`src/rtl/seg_scan_ctrl.sv`:
```
// Four-digit multiplexed 7-segment scanner with double-buffered patterns; outputs registered (1-cycle latency).
// Writes are never back-pressured. Optional inter-digit blanking when SEG_SCAN_BLANK_EN is defined.
module seg_scan_ctrl #(
  parameter int DIV       = 50000,
  parameter int BLANK_CYC = 16
) (
  input  logic       clk,
  input  logic       rst_n,
  input  logic       en,
  input  logic       wr_en,
  input  logic [1:0] wr_addr,
  input  logic [6:0] wr_data,
  output logic       en_a,
  output logic       en_b,
  output logic       en_c,
  output logic       en_d,
  output logic [1:0] sel,
  output logic [6:0] seg,
  output logic       frame_done
);

  localparam int MAXC = (DIV > BLANK_CYC) ? DIV : BLANK_CYC;
  localparam int CW   = $clog2(MAXC);
  localparam logic [CW-1:0] SHOW_LAST = CW'(DIV - 1);

`ifdef SEG_SCAN_BLANK_EN
  typedef enum logic [1:0] {IDLE = 2'd0, BLANK = 2'd1, SHOW = 2'd2} state_t;
  localparam logic [CW-1:0] BLANK_LAST = CW'(BLANK_CYC - 1);
  localparam state_t GAP = BLANK;
`else
  typedef enum logic [1:0] {IDLE = 2'd0, SHOW = 2'd2} state_t;
  localparam state_t GAP = SHOW;
`endif

  state_t          state_q, state_d;
  logic [CW-1:0]   cnt_q, cnt_d;
  logic [1:0]      sel_q, sel_d;
  logic            pending_q, pending_d;
  logic [3:0][6:0] shadow_q, shadow_d;
  logic [3:0][6:0] active_q, active_d;
  logic [3:0]      an_q, an_d;
  logic [6:0]      seg_q, seg_d;
  logic            fd_q, fd_d;
  logic            commit;

  always_comb begin
    state_d = state_q;
    cnt_d   = cnt_q;
    sel_d   = sel_q;
    fd_d    = 1'b0;
    commit  = 1'b0;
    case (state_q)
      IDLE: begin
        commit = pending_q;
        cnt_d  = '0;
        sel_d  = '0;
        if (en) state_d = GAP;
      end
`ifdef SEG_SCAN_BLANK_EN
      BLANK: begin
        if (cnt_q == BLANK_LAST) begin
          state_d = SHOW;
          cnt_d   = '0;
        end else begin
          cnt_d = cnt_q + 1'b1;
        end
      end
`endif
      SHOW: begin
        if (cnt_q == SHOW_LAST) begin
          state_d = GAP;
          cnt_d   = '0;
          sel_d   = sel_q + 2'd1;
          // Frame boundary: the only point besides IDLE where new patterns go live.
          if (sel_q == 2'd3) begin
            fd_d   = 1'b1;
            commit = pending_q;
          end
        end else begin
          cnt_d = cnt_q + 1'b1;
        end
      end
      default: state_d = IDLE;
    endcase

    if (!en) begin
      state_d = IDLE;
      cnt_d   = '0;
      sel_d   = '0;
      fd_d    = 1'b0;
    end

    // Commit reads the pre-edge shadow, so a same-cycle write stays pending.
    pending_d = wr_en | (pending_q & ~commit);
    shadow_d  = shadow_q;
    if (wr_en) shadow_d[wr_addr] = wr_data;
    active_d  = commit ? shadow_q : active_q;

    an_d  = 4'hF;
    seg_d = 7'h7F;
    if (state_d == SHOW) begin
      an_d[sel_d] = 1'b0;
      seg_d       = active_d[sel_d];
    end
  end

  always_ff @(posedge clk or negedge rst_n) begin
    if (!rst_n) begin
      state_q   <= IDLE;
      cnt_q     <= '0;
      sel_q     <= '0;
      pending_q <= 1'b0;
      shadow_q  <= {4{7'h7F}};
      active_q  <= {4{7'h7F}};
      an_q      <= 4'hF;
      seg_q     <= 7'h7F;
      fd_q      <= 1'b0;
    end else begin
      state_q   <= state_d;
      cnt_q     <= cnt_d;
      sel_q     <= sel_d;
      pending_q <= pending_d;
      shadow_q  <= shadow_d;
      active_q  <= active_d;
      an_q      <= an_d;
      seg_q     <= seg_d;
      fd_q      <= fd_d;
    end
  end

  assign en_a       = an_q[0];
  assign en_b       = an_q[1];
  assign en_c       = an_q[2];
  assign en_d       = an_q[3];
  assign sel        = sel_q;
  assign seg        = seg_q;
  assign frame_done = fd_q;

endmodule

```
`config.mk`:
```
export PLATFORM = sky130hd
export DESIGN_NAME = seg_scan_ctrl
export DESIGN_NICKNAME = d
export VERILOG_FILES = /design/src/rtl/seg_scan_ctrl.sv
export SDC_FILE = /design/constraint.sdc
export NUM_CORES = 1
export LEC_CHECK = 0
export CAP_MARGIN = 20
export CORE_UTILIZATION = 44
export DETAILED_ROUTE_END_ITERATION = 7
export GPL_TIMING_DRIVEN = 0
export PLACE_DENSITY = 0.74
export SYNTH_ARGS = -nofsm -noshare
export SYNTH_HDL_FRONTEND = slang
export SYNTH_SLANG_ARGS = --single-unit
```
`constraint.sdc`:
```
create_clock -name clk -period 4.2 [get_ports clk]
set_input_delay 0.63 -clock clk [delete_from_list [all_inputs] [get_ports clk]]
set_output_delay 0.63 -clock clk [all_outputs]
set_load 0.01 [all_outputs]
```
Yosys cells after proc, flatten, opt, wreduce, memory -nomap -nowiden --
Index checks and enable logic that the tools add are counted.
Storage, ports and cells: register bits 89, input port bits 13, output and inout port bits 14, word-level logic and storage cells 59
Operators by class: add/subtract/negate cells 2, $lt $le $gt $ge 4, eq/ne operators 5, mux-type cells 26, bitwise gates (word level) 4, reduce and logical (&&, ||, !) cells 3
Operators by type and width (number):
- $mux 16 | 2
- $pmux 16 s2 | 1
- $bwmux 28 | 1
- $mux 28 | 1
- $mux 7 | 3
- $add 16x1->16 const B | 1
- $eq 16x16->1 const B | 1
- $bmux 7 s2 | 1
- $demux 7 s2 | 1
- $mux 2 | 4
- $pmux 2 s2 | 2
- $mux 1 | 7
- $eq 2x2->1 const B | 3
- $lt 2x3->1 const B | 2
- $ge 2x1->1 const B | 2
- $mux 4 | 1
- $not 4->4 | 1
- $ne 3x1->1 const B | 1
- $add 2x1->2 const B | 1
- $demux 1 s2 | 1
- $logic_and 1x1->1 | 2
- $logic_not 2->1 | 1
- $pmux 1 s2 | 1
- $and 1x1->1 | 1
- 2 further kinds | 2

Depth between registers and ports, before layout --
Gate-level depths: netlist of the first run.
depth after elaboration 10, mapped depth 9, mapped depth without buffers 7

Worst setup path before layout of the first run --
No wires, ideal clock.
kind reg2reg, start point register cnt_q[5], end point register seg_q[5], in the netlist seg[5], library setup time 0.082 ns, data arrival time 2.342 ns, required time 4.118 ns, slack 1.776 ns, cell stages (with the launch flop) 8, path buffers 1, clock period less this slack 2.424 ns, cells stage by stage dfrtp_1 nor4b_4 nand4_1 a211oi_2 buf_4 mux2_2 mux2_1 a211o_1
RTL lines:
- start: declaration | line 36 | logic [CW-1:0] cnt_q, cnt_d;
- start signal: assignment | line 120 | cnt_q <= cnt_d;
- end signal: assignment | line 126 | seg_q <= seg_d;
- end: declaration | line 42 | logic [6:0] seg_q, seg_d;

Worst setup path in the final report of the first run --
start point register cnt_q[11], end point register seg_q[6], in the netlist seg[6]
On the way: cells in the longest elaborated chain, start to end 7, elaborated cells on any way between the ends 14, those cells by class eq/ne (2); mux (12)
RTL lines:
- $eq 16x16->1 | line 70 | if (cnt_q == SHOW_LAST) begin
- $mux 2 | line 70
- $pmux 2 s2 | line 52 | case (state_q)
- $mux 2 | line 86 | if (!en) begin
- net sel_d[1] | line 37 | logic [1:0] sel_q, sel_d;
- $bmux 7 s2 | line 103 | seg_d = active_d[sel_d];
- $mux 7 (implied by the code) | line 103
- $mux 7 | line 101 | if (state_d == SHOW) begin
- net seg_d[6] | line 42
The timed path passes the listed nets, and every way through them passes these cells. The select of a mux whose other input is x is not followed. A chain may end at the register's enable or synchronous reset.

==> results of run 1 <==
state kept, by name, indices dropped and copies added (netlist names), 2 cells and up:
register and flops:
active_q 28, shadow_q 28, cnt_q 16, seg 7, an_q 4, sel 2, state_q 2
worst register-to-register path, delay by kind of cell (launching register included):
family          cells  cell delay [ns]
compound gates      1             0.30
flops               1             0.47
mux                 2             0.58
simple gates        3             1.46
per-layer routing:
| layer | up-vias | track usage, % | share of wire [%] |
|---|---|---|---|
| met5 | - | 0 | 0 |
| met4 | 0 | 4.71 | 1.1 |
| met3 | 8 | 4.89 | 3.1 |
| met2 | 38 | 28.7 | 50 |
| met1 | 1260 | 22.0 | 46 |
| li1 | 1169 | - | - |
worst max path at each step:
stage	from	end	slack, ns	cells after the start
final	cnt_q[11]	seg[6]	1.32	6
after floorplan	cnt_q[5]	seg[5]	1.78	7
after global placement	rst_n	pending_q	-0.49	1
after global routing	cnt_q[11]	seg[3]	1.16	6
after detailed placement	en	seg[2]	1.09	5
after CTS	cnt_q[11]	seg[2]	1.30	6
stage by stage:
stage	total power, mW	setup WS (ns)
5_1_grt	2.20	1.16
3_5_place_dp	1.48	1.09
3_3_place_gp	1.46	-0.494
6_report	2.10	1.32
4_1_cts	2.12	1.30
2_1_floorplan	1.37	1.78
area by class of cell:
class	count	area, um^2	share of cell area (%)
Clock buffer	9	124	2.68
Clock inverter	7	90.1	1.95
Timing Repair Buffer	29	295	6.39
Sequential cell	89	2310	50.0
Tap cell	108	135	2.92
Multi-Input combinational cell	194	1560	33.8
Buffer	9	62.6	1.35
Inverter	11	41.3	0.893
Yosys cell counts, types with 4 or more instances:
master and count:
nand2b_1 6, dfrtp_1 22, nand2_1 20, inv_1 11, o2bb2ai_1 6, a211o_1 6
mux2i_1 9, mux2_2 53, nor2_1 7, o21ai_0 21, dfstp_2 67, o31ai_1 4
and3_1 4, nor3_1 4, nand3_1 7
kinds of logic (layout without fill, tap and decap cells):
| group | count (synthesis) | after routing | share of synthesized area (%) |
|---|---|---|---|
| AO/OA/AOI/OAI | 49 | 49 | 8.52 |
| XOR/XNOR | 4 | 4 | 0.881 |
| adder cells (fa/ha/maj) | 2 | 2 | 0.629 |
| buffers and inverters | 20 | 65 | 2.61 |
| flip-flops | 89 | 89 | 58.1 |
| multiplexers | 65 | 65 | 18.2 |
| other | 1 | 1 | 0.0943 |
| AND/OR/NAND/NOR | 73 | 73 | 10.9 |
power by group:
part,internal [mW],switching (mW),total [mW]
Sequential,1.10,0.0494,1.15
Combinational,0.169,0.141,0.310
Clock,0.293,0.341,0.634
Total,1.57,0.531,2.10
==> impl_metrics.json, run 1 <==
{
  "antenna_found_initial": 0,
  "fin_crit_ns": 2.88,
  "portBuffers": 26,
  "crit_chain": "nor4b_4, nand4_2, mux2i_1, nor2_1, mux2_1, a211o_1",
  "synth_seq_cells": 89,
  "ys_types": 51,
  "holdBufCountCts": 0,
  "startpoint_type": "register",
  "start_util_pct": 45.6,
  "hold_class": "in2async",
  "ant_nets": 0,
  "synth_async_sr_flop_share_pct": 100,
  "nNetsFinal": 358,
  "tritoncts": "yes",
  "rsz0062_at_grt": "false",
  "num_vias": 2475,
  "routed_wl_mm": 7.59,
  "vdd_drop_max_mv": 0.325,
  "fp.dieArea_um2": 9420,
  "grt.total_usage_pct": 17.2,
  "antenna_cells": 0,
  "yosys.area.top_type": "dfstp_2",
  "cp_num_buf_inv": 0,
  "crit_slowest_cell": "nor2_1",
  "slowest_delay_ns": 0.79,
  "core_area_um2": 8720,
  "cts_buffers": 9,
  "clock-root-buffer": "clkbuf_8",
  "p_per_area_nw_per_um2": 454,
  "die_w_um": 97.1,
  "crit_family": "simple AND/OR/NAND/NOR gates",
  "cts_sinks": 89,
  "worstPathArrival_ns": 3.17,
  "clkTransAtPathRegs_ns": 0.09,
  "required_ns": 4.49,
  "maxCapViolCount": 0,
  "layoutNonFillerInstCount": 456,
  "worst-r2r-setup-slack_ns": 1.32,
  "path_class": "reg2reg",
  "drc_errors": 0,
  "dr.pass1.iters": 4,
  "synth_top_area_share_pct": 44.3,
  "post_cts_buffers": 0,
  "area_delta_synth_final_pct": 16.2,
  "grt_pass1_wl_mm": 12.7,
  "tns_ns": 0,
  "status": "complete, no violations",
  "ctsResizeCount": 0,
  "syn_area_um2": 3980,
  "drtIter0Drc": 68,
  "dpl_cell_area_um2": 4400,
  "wl_per_cell_um": 16.6,
  "place_inst": 438,
  "grt-ovfl-total": 0,
  "place_congestion": 0.863,
  "syn-instance-count": 303,
  "report.final.slew_viol_count": 0,
  "finalCritPeriodShare_pct": 68.5,
  "cp-end-kind": "register",
  "num-fill-cells": 741,
  "first_global_vias": 2514,
  "setup_violations": 0,
  "finalInstanceArea_um2": 4620,
  "mostFrequentLayoutCells": "dfstp_2 (67), mux2_2 (53), clkdlybuf4s50_1 (25), dfrtp_1 (22), o21ai_0 (21)",
  "pin_count": 27,
  "ys_warn_count": 0,
  "rows": 34,
  "clkLatencyLatePin_ns": 0.36,
  "final_hold_viol_count": 0,
  "slew_headroom_pct": 30.2,
  "vias_per_cell": 5.43,
  "dp_hpwl_mm": 5.09,
  "syn_avg_cell_area_um2": 13.1,
  "ys_seq_area_share_pct": 58.1,
  "synth_enable_flop_cells": 0,
  "htreeDepth": 3,
  "r2r_end": "seg[6]",
  "fin_hold_ws_ns": 0.109,
  "crit_fanout": 8,
  "max_clock_freq_mhz": 348,
  "clk_path_buf_depth": 2,
  "die_h_um": 97.1,
  "r2r_cells": 6,
  "p_leak_nw": 1.85,
  "ys.flop_type": "dfstp_2",
  "worstMarginPinSlew_ns": 1.04,
  "finalClockSkew_ns": 0.0102,
  "r2r-start": "cnt_q[11]",
  "syn_nets": 318,
  "drive_gt1_share_pct": 43.7,
  "grt_max_degree": 77,
  "finish.utilization_pct": 53.0,
  "ys_top_cells_by_area": "dfstp_2 (44%), mux2_2 (15%), dfrtp_1 (14%), o21ai_0 (2.6%), mux2i_1 (2.3%)",
  "final_common_cell": "dfstp_2"
}
Power figures use the tool's default switching activity.
==> inputs of run 2 (changes only) <==
==> constraint.sdc (replaced) <==
create_clock -name clk -period 2.75 [get_ports clk]
set_input_delay 0.4125 -clock clk [delete_from_list [all_inputs] [get_ports clk]]
set_output_delay 0.4125 -clock clk [all_outputs]
set_load 0.01 [all_outputs]
==> run 2 against run 1 <==
  * Die area did not move
  * Final area rose by 0.76%
  * Clock-buffer cell count is the same
  * Power grew 53%
  * Critical path type unchanged
  * Critical endpoint unchanged
  * Largest cell class unchanged
==> impl_metrics.json, run 2 (same netlist as run 1, synthesis figures left out) <==
{
  "status": "complete, no violations",
  "pwr-share-clk_pct": 30.2,
  "path_class": "reg2reg",
  "tritoncts": "yes",
  "dr.pass1.iters": 4,
  "finalCritPeriodShare_pct": 97.2,
  "wl_per_cell_um": 16.5,
  "cp-end-kind": "register",
  "ant_nets": 0,
  "startpoint_type": "register",
  "crit_fanout": 10,
  "p_int_mw": 2.39,
  "grt.total_usage_pct": 17.2,
  "max_clock_freq_mhz": 374,
  "portBuffers": 26,
  "hold_class": "in2async",
  "wl_met2_mm": 3.78,
  "p_per_area_nw_per_um2": 687,
  "setup_violations": 0,
  "drive_gt1_share_pct": 44.3,
  "cp.depth": 7,
  "grt_max_degree": 77,
  "finalClockSkew_ns": 0.00925,
  "area_delta_synth_final_pct": 17.1,
  "cts_buffers": 9,
  "startpoint": "cnt_q[12]",
  "tns_ns": 0,
  "r2r-start": "cnt_q[12]",
  "clk_path_buf_depth": 2,
  "drc_errors": 0,
  "worst-r2r-setup-slack_ns": 0.08,
  "first_global_vias": 2519,
  "power_frac_seq_pct": 55.0,
  "clkLatencyLatePin_ns": 0.36,
  "slowest_delay_ns": 0.46,
  "vdd_drop_max_mv": 0.494,
  "report.final.slew_viol_count": 0,
  "fp.dieArea_um2": 9420,
  "vias_per_cell": 5.39,
  "antenna_cells": 0,
  "largestRegisters": "active_q: 28 flops, shadow_q: 28 flops, cnt_q: 16 flops",
  "htreeDepth": 3,
  "worstMarginPinSlew_ns": 0.664,
  "crit_family": "multiplexers",
  "p_switching_uw": 807,
  "worstPathArrival_ns": 2.96,
  "r2r_end": "seg[6]",
  "antenna_found_initial": 0,
  "nNetsFinal": 362,
  "required_ns": 3.04,
  "num_vias": 2479,
  "routed_wl_mm": 7.58,
  "start_util_pct": 45.6,
  "r2r_cells": 7,
  "cp_num_buf_inv": 1,
  "mostFrequentLayoutCells": "dfstp_2 (67), mux2_2 (53), clkdlybuf4s50_1 (25), dfrtp_1 (22), o21ai_0 (21)",
  "slew_headroom_pct": 55.7,
  "switching_share_pct": 25.2,
  "maxCapViolCount": 0,
  "rows": 34,
  "grt-ovfl-total": 0,
  "final_hold_viol_count": 0,
  "clock-root-buffer": "clkbuf_8",
  "die_w_um": 97.1,
  "grt_pass1_wl_mm": 12.7,
  "clkTransAtPathRegs_ns": 0.09,
  "dp_hpwl_mm": 5.09,
  "final_common_cell": "dfstp_2",
  "place_inst": 438,
  "cts_sinks": 89,
  "crit_slowest_cell": "dfrtp_1",
  "drtIter0Drc": 96,
  "comb_power_share_pct": 14.8,
  "wl_met3_um": 199,
  "fin_hold_ws_ns": 0.438,
  "die_h_um": 97.1,
  "p_leak_nw": 1.87,
  "place_congestion": 0.863,
  "crit_chain": "nor4b_4, nand4_1, a211oi_2, buf_4, mux2_2, mux2_1, a211o_1",
  "layoutNonFillerInstCount": 460,
  "fin_crit_ns": 2.67,
  "crit_end": "seg[6]",
  "pin_count": 27,
  "wl_met1_mm": 3.53,
  "highest_layer": "met4",
  "num-fill-cells": 738,
  "core_area_um2": 8720
}
run 2: worst register-to-register path, delay by kind of cell (launching register included):
kind / cells / cell delay (ns)
flip-flops: 1 / 0.46
multiplexers: 2 / 0.68
AND/OR/NAND/NOR: 2 / 0.58
AO/OA/AOI/OAI: 2 / 0.62
buffers and inverters: 1 / 0.27
run 2: power groups by stage:
stage / Combinational, mW / Clock (mW) / Sequential, mW
3_5_place_dp: 0.478 / 0 / 1.79
5_1_grt: 0.521 / 1.05 / 1.79
2_1_floorplan: 0.332 / 0 / 1.76
6_report: 0.473 / 0.965 / 1.76
3_3_place_gp: 0.455 / 0 / 1.77
4_1_cts: 0.481 / 0.991 / 1.76
run 2: worst min-delay path by stage:
| stage | endpoint | startpoint |
|---|---|---|
| floorplan | cnt_q[0] | rst_n |
| global placement | cnt_q[15] | cnt_q[15] |
| detailed placement | cnt_q[15] | rst_n |
| CTS | cnt_q[15] | rst_n |
| global route | cnt_q[15] | rst_n |
| finish | cnt_q[15] | rst_n |
run 2: through the flow:
step	util, %	worst slack (ns)	cell area, um^2	total power [mW]
global route	53.4	-0.00679	4660	3.36
finish	53.4	0.0761	4660	3.20
floorplan	-	0.326	3980	2.09
CTS	53.0	0.0233	4620	3.24
global placement	50.1	-1.73	4370	2.22
detailed placement	50.4	-0.146	4400	2.26
run 2: timing repair:
action	CTS	global route
pin swaps	0	2
hold buffers	1	0
resized for setup	1	0
endpoints found under the hold margin	10	0
setup buffers	0	3
endpoints found under the setup margin	6	6
run 2: layer usage:
layer | track usage [%] | vias up
met5 | 0 | -
met4 | 4.71 | 0
met3 | 4.89 | 6
met2 | 28.7 | 34
met1 | 22.0 | 1259
li1 | - | 1180
run 2: layout make-up:
class	count	area, um^2	area share [%]
buffer	9	62.6	1.34
clock buffer	9	124	2.66
inverter	11	41.3	0.887
clock inverter	7	90.1	1.93
sequential	89	2310	49.6
multi-input combinational	194	1570	33.6
timing repair buffer	33	328	7.04
tap	108	135	2.90
==> inputs of run 3 (changes only) <==
--- a/config.mk
+++ b/config.mk
@@ -8,8 +8,9 @@
 export CAP_MARGIN = 20
 export CORE_UTILIZATION = 44
 export DETAILED_ROUTE_END_ITERATION = 7
+export DONT_BUFFER_PORTS = 1
 export GPL_TIMING_DRIVEN = 0
-export PLACE_DENSITY = 0.74
+export PLACE_DENSITY = 0.71
 export SYNTH_ARGS = -nofsm -noshare
 export SYNTH_HDL_FRONTEND = slang
 export SYNTH_SLANG_ARGS = --single-unit
==> run 3 against run 2 <==
  * Power decreased by 5.2%
  * Hold slack got worse by 0.26 ns
  * Clock-buffer cell count unchanged
  * Non-clock buffer count decreased by 29
==> impl_metrics.json, run 3 (same netlist as run 1, synthesis figures left out) <==
{
  "status": "complete, no violations",
  "largestRegisters": "active_q: 28 flops, shadow_q: 28 flops, cnt_q: 16 flops",
  "crit_chain": "nor4b_4, nand4_1, a211oi_2, buf_6, mux2_2, mux2_1, a211o_1",
  "cts_buffers": 9,
  "dr.pass1.iters": 4,
  "nNetsFinal": 333,
  "clock-root-buffer": "clkbuf_8",
  "vias_per_cell": 5.49,
  "drive_gt1_share_pct": 47.4,
  "num_vias": 2368,
  "dp_hpwl_mm": 4.94,
  "grt-ovfl-total": 0,
  "tritoncts": "yes",
  "slew_headroom_pct": 49.8,
  "fin_ws_ns": 0.111,
  "totalPowerFinal_mw": 3.03,
  "setup_violations": 0,
  "required_ns": 3.03,
  "rsz0062_at_grt": "false",
  "path_class": "reg2reg",
  "max_clock_freq_mhz": 379,
  "finalCritPeriodShare_pct": 96.0,
  "clk_path_buf_depth": 2,
  "mostFrequentLayoutCells": "dfstp_2 (67), mux2_2 (53), o21ai_0 (21), dfrtp_1 (21), nand2_1 (20)",
  "routed_wl_mm": 7.47,
  "startpoint_type": "register",
  "antenna_cells": 0,
  "report.final.slew_viol_count": 0,
  "pre_cts_slack_ns": -0.0618,
  "grt.total_usage_pct": 17.1,
  "antenna_found_initial": 0,
  "p_per_area_nw_per_um2": 696,
  "htreeDepth": 3,
  "die_h_um": 97.1,
  "place_inst": 413,
  "rows": 34,
  "crit_fanout": 10,
  "wl_met3_um": 235,
  "drtIter0Drc": 82,
  "worst-r2r-setup-slack_ns": 0.11,
  "area_delta_synth_final_pct": 9.50,
  "pin_count": 27,
  "final_hold_viol_count": 0,
  "grt_max_degree": 90,
  "cp_num_buf_inv": 1,
  "worstMarginPinSlew_ns": 0.751,
  "clkLatencyLatePin_ns": 0.36,
  "grt_pass1_wl_mm": 12.6,
  "cts_sinks": 89,
  "worstPathArrival_ns": 2.92,
  "ant_nets": 0,
  "r2r_cells": 7,
  "highest_layer": "met4",
  "portBuffers": 0,
  "r2r_end": "seg[6]",
  "startpoint": "cnt_q[13]",
  "wl_met2_mm": 3.56,
  "drc_errors": 0,
  "hold_class": "in2reg",
  "vdd_drop_max_mv": 0.454,
  "crit_slowest_cell": "dfrtp_1",
  "die_w_um": 97.1,
  "crit_end": "seg[6]",
  "cp-end-kind": "register",
  "crit_family": "multiplexers",
  "cp.depth": 7,
  "wl_per_cell_um": 17.3,
  "r2r-start": "cnt_q[13]",
  "layoutNonFillerInstCount": 431,
  "fp.dieArea_um2": 9420,
  "fin_crit_ns": 2.64,
  "start_util_pct": 45.6,
  "post_cts_buffers": 0,
  "slowest_delay_ns": 0.46,
  "final_common_cell": "dfstp_2",
  "core_area_um2": 8720,
  "maxCapViolCount": 0,
  "first_global_vias": 2495,
  "finalClockSkew_ns": 0.00960,
  "place_congestion": 0.864,
  "p_leak_nw": 1.73,
  "wl_met1_mm": 3.66,
  "clkTransAtPathRegs_ns": 0.10
}
[run 3: per-layer routing]
metal	vias up	track usage, %
met2	35	27.7
met3	5	4.82
met5	-	0
li1	1121	-
met1	1207	23.2
met4	0	3.10
[run 3: power by group]
group	internal [mW]	total, mW	switching, mW
combinational	0.227	0.417	0.191
clock	0.346	0.843	0.497
sequential	1.69	1.77	0.0857
total	2.26	3.03	0.773
[run 3: area by class of cell]
class	count	area, um^2
timing repair buffer	4	50.0
multi-input combinational	194	1570
clock inverter	7	61.3
buffer	9	66.3
sequential	89	2310
clock buffer	9	124
tap	108	135
fill	745	4370
inverter	11	41.3
[run 3: worst min-delay path by stage]
stage / startpoint / end / slack (ns) / depth (start not counted)
final: wr_en / pending_q / 0.17 / 1
after global routing: wr_en / pending_q / 0.16 / 1
after CTS: wr_en / pending_q / 0.16 / 1
after detailed placement: rst_n / cnt_q[15] / 0.12 / 0
after global placement: rst_n / cnt_q[15] / 0.12 / 0
after floorplan: rst_n / cnt_q[0] / 0.12 / 0
[run 3: per-stage QoR]
step | hold slack [ns] | utilization, % | TNS (ns) | instance area (um^2)
final | 0.174 | 49.9 | 0 | 4360
after global routing | 0.162 | 49.9 | 0 | 4360
after CTS | 0.158 | 49.9 | 0 | 4350
after detailed placement | 0.119 | 47.3 | -0.294 | 4130
after global placement | 0.119 | 47.2 | -0.00246 | 4110
after floorplan | 0.117 | - | 0 | 3980
[run 3: timing repair]
| action | in CTS | in global routing |
|---|---|---|
| hold buffers | 2 | 0 |
| setup endpoints to repair | 6 | 6 |
| endpoints found under the hold margin | 89 | 0 |
| pin swaps | 0 | 2 |
| resized for setup | 1 | 2 |
